--- config.mk ---
export PLATFORM = sky130hd
export DESIGN_NAME = beep_sched
export DESIGN_NICKNAME = d
export VERILOG_FILES = /design/src/rtl/beep_sched.sv
export SDC_FILE = /design/constraint.sdc
export NUM_CORES = 1
export LEC_CHECK = 0
export CAP_MARGIN = 20
export CORE_ASPECT_RATIO = 2
export CORE_MARGIN = 8
export CORE_UTILIZATION = 45
export CTS_CLUSTER_SIZE = 28
export DETAILED_ROUTE_END_ITERATION = 8
export GPL_TIMING_DRIVEN = 1
export PLACE_DENSITY = 0.65
export SYNTH_ARGS = -nofsm -noshare
export SYNTH_HDL_FRONTEND = slang
export SYNTH_SLANG_ARGS = --single-unit
--- constraint.sdc ---
create_clock -name ext_clk_25m -period 5.6 [get_ports ext_clk_25m]
set_clock_uncertainty 0.1 [all_clocks]
set_input_delay 1.4 -clock ext_clk_25m [delete_from_list [all_inputs] [get_ports ext_clk_25m]]
set_output_delay 1.4 -clock ext_clk_25m [all_outputs]
set_load 0.02 [all_outputs]
--- src/rtl/beep_sched.sv ---
`default_nettype none
// +--------------------------------------------------------------------------+
// | Module   : beep_sched                                                    |
// | Purpose  : Non-preemptive buzzer scheduler serving NREQ beep-burst       |
// |            requests. Optional round-robin arbitration: BEEP_SCHED_RR_EN. |
// | Revision : 1.0 - initial release                                         |
// +--------------------------------------------------------------------------+
module beep_sched #(
  parameter int NREQ      = 4,
  parameter int TICK_DIV  = 25000,
  parameter int TONE_HALF = 6250,
  parameter int ON_MS     = 100,
  parameter int OFF_MS    = 100
) (
  input  logic              ext_clk_25m,
  input  logic              ext_rst_n,
  input  logic [NREQ-1:0]   req,
  input  logic [3*NREQ-1:0] cnt_i,
  output logic [NREQ-1:0]   grant,
  output logic [NREQ-1:0]   done,
  output logic              busy,
  output logic              beep
);

  localparam int IW     = (NREQ > 1) ? $clog2(NREQ) : 1;
  localparam int PW     = (TICK_DIV > 1) ? $clog2(TICK_DIV) : 1;
  localparam int TW     = (TONE_HALF > 1) ? $clog2(TONE_HALF) : 1;
  localparam int MS_MAX = (ON_MS > OFF_MS) ? ON_MS : OFF_MS;
  localparam int MW     = $clog2(MS_MAX + 1);

  localparam logic [PW-1:0] PRE_LAST  = PW'(TICK_DIV - 1);
  localparam logic [TW-1:0] TONE_LAST = TW'(TONE_HALF - 1);
  localparam logic [MW-1:0] ON_LAST   = MW'(ON_MS - 1);
  localparam logic [MW-1:0] OFF_LAST  = MW'(OFF_MS - 1);

  typedef enum logic [1:0] {
    S_IDLE = 2'd0,
    S_ON   = 2'd1,
    S_OFF  = 2'd2,
    S_FIN  = 2'd3
  } state_t;

  state_t          state_q, state_d;
  logic [IW-1:0]   idx_q, idx_d;
  logic [2:0]      rem_q, rem_d;
  logic [PW-1:0]   pre_q, pre_d;
  logic [MW-1:0]   ms_q, ms_d;
  logic [TW-1:0]   tone_q, tone_d;
  logic [NREQ-1:0] grant_q, grant_d;
  logic [NREQ-1:0] done_q, done_d;
  logic            busy_q, busy_d;
  logic            beep_q, beep_d;

  logic            win_vld;
  logic [IW-1:0]   win_idx;
  logic [2:0]      cnt_arr [NREQ];
  logic            tick;
  logic            tone_wrap;
  logic            expire;
  logic [MW-1:0]   ms_last;

  for (genvar g = 0; g < NREQ; g++) begin : g_cnt
    assign cnt_arr[g] = cnt_i[3*g +: 3];
  end

`ifdef BEEP_SCHED_RR_EN
  logic [IW-1:0] ptr_q, ptr_d;
  logic [IW-1:0] cand;

  // Walk downwards so the requester closest after the pointer is kept last.
  always_comb begin
    win_vld = 1'b0;
    win_idx = '0;
    cand    = '0;
    for (int k = NREQ; k >= 1; k--) begin
      cand = IW'((int'(ptr_q) + k) % NREQ);
      if (req[cand]) begin
        win_vld = 1'b1;
        win_idx = cand;
      end
    end
  end

  always_comb begin
    ptr_d = ptr_q;
    if (state_q == S_FIN) ptr_d = idx_q;
  end

  always_ff @(posedge ext_clk_25m or negedge ext_rst_n) begin
    if (!ext_rst_n) ptr_q <= IW'(NREQ - 1);
    else            ptr_q <= ptr_d;
  end
`else
  always_comb begin
    win_vld = 1'b0;
    win_idx = '0;
    for (int i = NREQ - 1; i >= 0; i--) begin
      if (req[IW'(i)]) begin
        win_vld = 1'b1;
        win_idx = IW'(i);
      end
    end
  end
`endif

  always_comb begin
    state_d   = state_q;
    idx_d     = idx_q;
    rem_d     = rem_q;
    pre_d     = pre_q;
    ms_d      = ms_q;
    tone_d    = tone_q;
    beep_d    = 1'b0;
    done_d    = '0;
    grant_d   = '0;
    tick      = (pre_q == PRE_LAST);
    tone_wrap = (tone_q == TONE_LAST);
    ms_last   = (state_q == S_ON) ? ON_LAST : OFF_LAST;
    expire    = tick && (ms_q == ms_last);

    case (state_q)
      S_IDLE: begin
        if (win_vld) begin
          state_d = S_ON;
          idx_d   = win_idx;
          rem_d   = (cnt_arr[win_idx] == 3'd0) ? 3'd1 : cnt_arr[win_idx];
          pre_d   = '0;
          ms_d    = '0;
          tone_d  = '0;
          beep_d  = 1'b1;
        end
      end
      S_ON, S_OFF: begin
        // Dropping req aborts the burst; this outranks a coincident expiry.
        if (!req[idx_q]) begin
          state_d = S_IDLE;
          pre_d   = '0;
          ms_d    = '0;
          tone_d  = '0;
        end else if (expire) begin
          pre_d  = '0;
          ms_d   = '0;
          tone_d = '0;
          if (state_q == S_ON) begin
            rem_d   = rem_q - 3'd1;
            state_d = (rem_q == 3'd1) ? S_FIN : S_OFF;
          end else begin
            state_d = S_ON;
            beep_d  = 1'b1;
          end
        end else begin
          pre_d = tick ? '0 : pre_q + 1'b1;
          ms_d  = ms_q + MW'(tick);
          if (state_q == S_ON) begin
            tone_d = tone_wrap ? '0 : tone_q + 1'b1;
            beep_d = tone_wrap ? ~beep_q : beep_q;
          end
        end
      end
      S_FIN: begin
        state_d       = S_IDLE;
        done_d[idx_q] = 1'b1;
      end
      default: state_d = S_IDLE;
    endcase

    busy_d = (state_d != S_IDLE);
    if (busy_d) grant_d[idx_d] = 1'b1;
  end

  always_ff @(posedge ext_clk_25m or negedge ext_rst_n) begin
    if (!ext_rst_n) begin
      state_q <= S_IDLE;
      idx_q   <= '0;
      rem_q   <= '0;
      pre_q   <= '0;
      ms_q    <= '0;
      tone_q  <= '0;
      grant_q <= '0;
      done_q  <= '0;
      busy_q  <= 1'b0;
      beep_q  <= 1'b0;
    end else begin
      state_q <= state_d;
      idx_q   <= idx_d;
      rem_q   <= rem_d;
      pre_q   <= pre_d;
      ms_q    <= ms_d;
      tone_q  <= tone_d;
      grant_q <= grant_d;
      done_q  <= done_d;
      busy_q  <= busy_d;
      beep_q  <= beep_d;
    end
  end

  assign grant = grant_q;
  assign done  = done_q;
  assign busy  = busy_q;
  assign beep  = beep_q;

endmodule
`default_nettype wire

==> run metrics <==
FF+latch area 1300 sq um; detail-routed net length per standard cell around 15 um; register bit count reported by yosys 52; max-cap violation count 0; Worst-Margin Slew 0.956 ns; total clock sinks 52; most instantiated flip-flop cell in the synthesis netlist dfrtp_1; area of the multi-input gates 1480 sq um; placed cell area 3160 sq um; R2R cell count 7; later-pin clock latency in the skew report ~0.30 ns; Post-synth ARST share between 90% and 100%; endpoint of the most critical register-to-register path tone_q[11]$_DFFE_PN0P_; Hold/Removal Path Class flip-flop to flip-flop; Final Cycle Share ~62%; Worst Hold Depth 1; unrepaired setup endpoints after global routing no; die footprint approximately 9400 sq um; Synth Cell Area approximately 2900 sq um; number of fill cells in the layout between 500 and 600; Synth top cells by count dfrtp_1, nor2_1, nand2_1; largest area contributor in the synthesized netlist dfrtp_1; number of distinct standard cells referenced by the synthesized netlist 54; total nets after synthesis around 340; Slew Viols, Final 0; Post CTS Setup Buffer Count 0; biggest fanout along the worst timing path 26; Peak supply drop ~0.23 mV; Site Rows around 40; cells taking the most area after synthesis dfrtp_1, ha_1, nor2_1; final global-route overflow total 0; area growth from synthesis to layout 14.9%; core region area 6260 sq um; Crit path required time about 5.7 ns; final design area excluding fillers between 3000 and 4000 sq um; tightest slew margin relative to the limit between 30% and 40%; total number of yosys warnings 0; Die Y about 130 um; post-cts gate resize count 0; initial core utilization between 40% and 50%; startpoint kind of the worst setup timing path input port; maximum root-to-sink buffer count 2; nets@finish around 350; initial antenna violation count 0; CP Class input port to flip-flop; total global-route track usage 14.7%; weighted congestion at the end of routability-driven global placement between 0.8 and 0.9; minimum setup slack among reg-to-reg paths roughly 2.8 ns; via count 2,306; smallest hold slack ~0.42 ns; Hold Path Sink ms_q[5]$_DFFE_PN0P_; Fmax 289 MHz; DR pass1 iterations 4; cell with the most instances after synthesis dfrtp_1; DRC violations left 0; kind of capture point of the worst setup path flip-flop; CTS Hold Buffers Added 0; clock root cell clkbuf_16; count of endpoints failing hold in the final timing report 0; sum of routed wire length over all layers between 6 and 7 mm; Reg-to-Reg Start pre_q[0]$_DFFE_PN0P_; ratio of cells with drive above 1 in the final layout 5.25%; via count of the first global-routing pass between 2,000 and 2,500; clock-pin slew on the worst setup and hold paths 0.07 ns; floorplan die width roughly 73 um; status finished, final reports clean; CTS tree done; Post-synth EDFFs 0; I/O pin count 28; mean instance size in the synthesized netlist roughly 9.5 sq um; CP Data Arrival Time between 3 and 4 ns; count of input and output buffers 21; largest net degree at the start of global routing 53; top-area cell type share of the netlist area between 40% and 50%; sequential share of the synthesized area 44.8%; final setup fails 0; number of vias per cell approximately 5.6; power per standard cell area about 330 nW/um^2; total inserted antenna cells 0; time the worst path needs with I/O delays and setup 3.46 ns; Iteration-0 DRC Markers 110; Setup TNS 0 ns; number of nets with antenna violations after routing 0; count of mapped cells out of synthesis 305; reported leakage power ~0.0014 uW; wire length of the first global-routing pass between 10 and 15 mm; startpoint of the tightest hold check path ms_q[5]$_DFFE_PN0P_; number of CTS-inserted buffers 5; H-tree depth reported by CTS 2; HPWL after detailed placement approximately 4.5 mm
[cells by family after synthesis]
kind of cell | after synthesis | share of synthesized area (%)
buffers and inverters | 26 | 4.14
multiplexers | 7 | 2.85
XOR/XNOR | 13 | 3.92
flip-flops | 52 | 44.8
AND/OR/NAND/NOR | 130 | 24.2
AO/OA/AOI/OAI | 65 | 14.9
adder cells (fa/ha/maj) | 12 | 5.17
[per-stage QoR]
step / power [uW] / worst slack [ns] / instances / util (%)
after floorplan: 661 / 2.70 / 305 / -
after global placement: 746 / 1.91 / 402 / 50.5
after detailed placement: 754 / 1.85 / 402 / 50.5
after CTS: 1120 / 2.15 / 410 / 53.3
after global routing: 1170 / 2.02 / 410 / 53.3
final: 1100 / 2.14 / 410 / 53.3
[layout make-up]
cell class / instances / share of cell area (%)
repair buffers: 23 / 6.61
inverters: 14 / 1.58
multi-input cells: 227 / 44.4
clock inverters: 3 / 1.39
flip-flops and latches: 52 / 39.0
well taps: 86 / 3.23
clock buffers: 5 / 3.75
[cells in the final DEF (no fill, tap or decap), types with 4 or more instances in the layout]
master / n
nand2_1: 25
nand4_1: 7
or3_1: 7
ha_1: 12
xor2_1: 7
nor3_1: 6
clkdlybuf4s50_1: 20
clkbuf_16: 5
a21oi_1: 19
nand2b_1: 5
o31ai_1: 10
inv_1: 13
nand3_1: 13
mux2i_1: 6
dfrtp_1: 52
nor2_1: 32
o21ai_0: 13
and3_1: 4
or4_1: 10
xnor2_1: 6
[how the worst max path moves through the flow]
stage	slack (ns)	to	startpoint
after global routing	2.02	tone_q[11]$_DFFE_PN0P_	req[0]
final	2.14	tone_q[11]$_DFFE_PN0P_	req[0]
after global placement	1.91	tone_q[11]$_DFFE_PN0P_	req[0]
after CTS	2.15	tone_q[11]$_DFFE_PN0P_	req[0]
after floorplan	2.70	tone_q[11]$_DFFE_PN0P_	req[3]
after detailed placement	1.85	tone_q[11]$_DFFE_PN0P_	req[0]
[critical path: stages]
cell,delay (ns)
clkdlybuf4s50_1,0.62
mux4_2,0.36
nand2_2,0.07
a21oi_2,0.69
o311ai_0,0.30
o211ai_1,0.14
[flip-flops by register name, summed over array words and instances (netlist names)]
| register | count |
|---|---|
| beep | 1 |
| busy | 1 |
| done | 4 |
| grant | 4 |
| idx_q | 2 |
| ms_q | 7 |
| pre_q | 15 |
| rem_q | 3 |
| state_q | 2 |
| tone_q | 13 |
[per-layer routing]
metal  GRT usage, %  vias up  share of wire (%)
li1               -     1149                  -
met1           14.0     1119                 39
met2           28.0       32                 55
met3           3.25        6                4.2
met4           7.13        0                1.7
met5              0        -                  0
[power breakdown]
group          switching (uW)  internal (uW)
registers                40.8            419
clock network             146            213
logic                     168            115
Note: power is estimated with default switching activity, not from simulation.
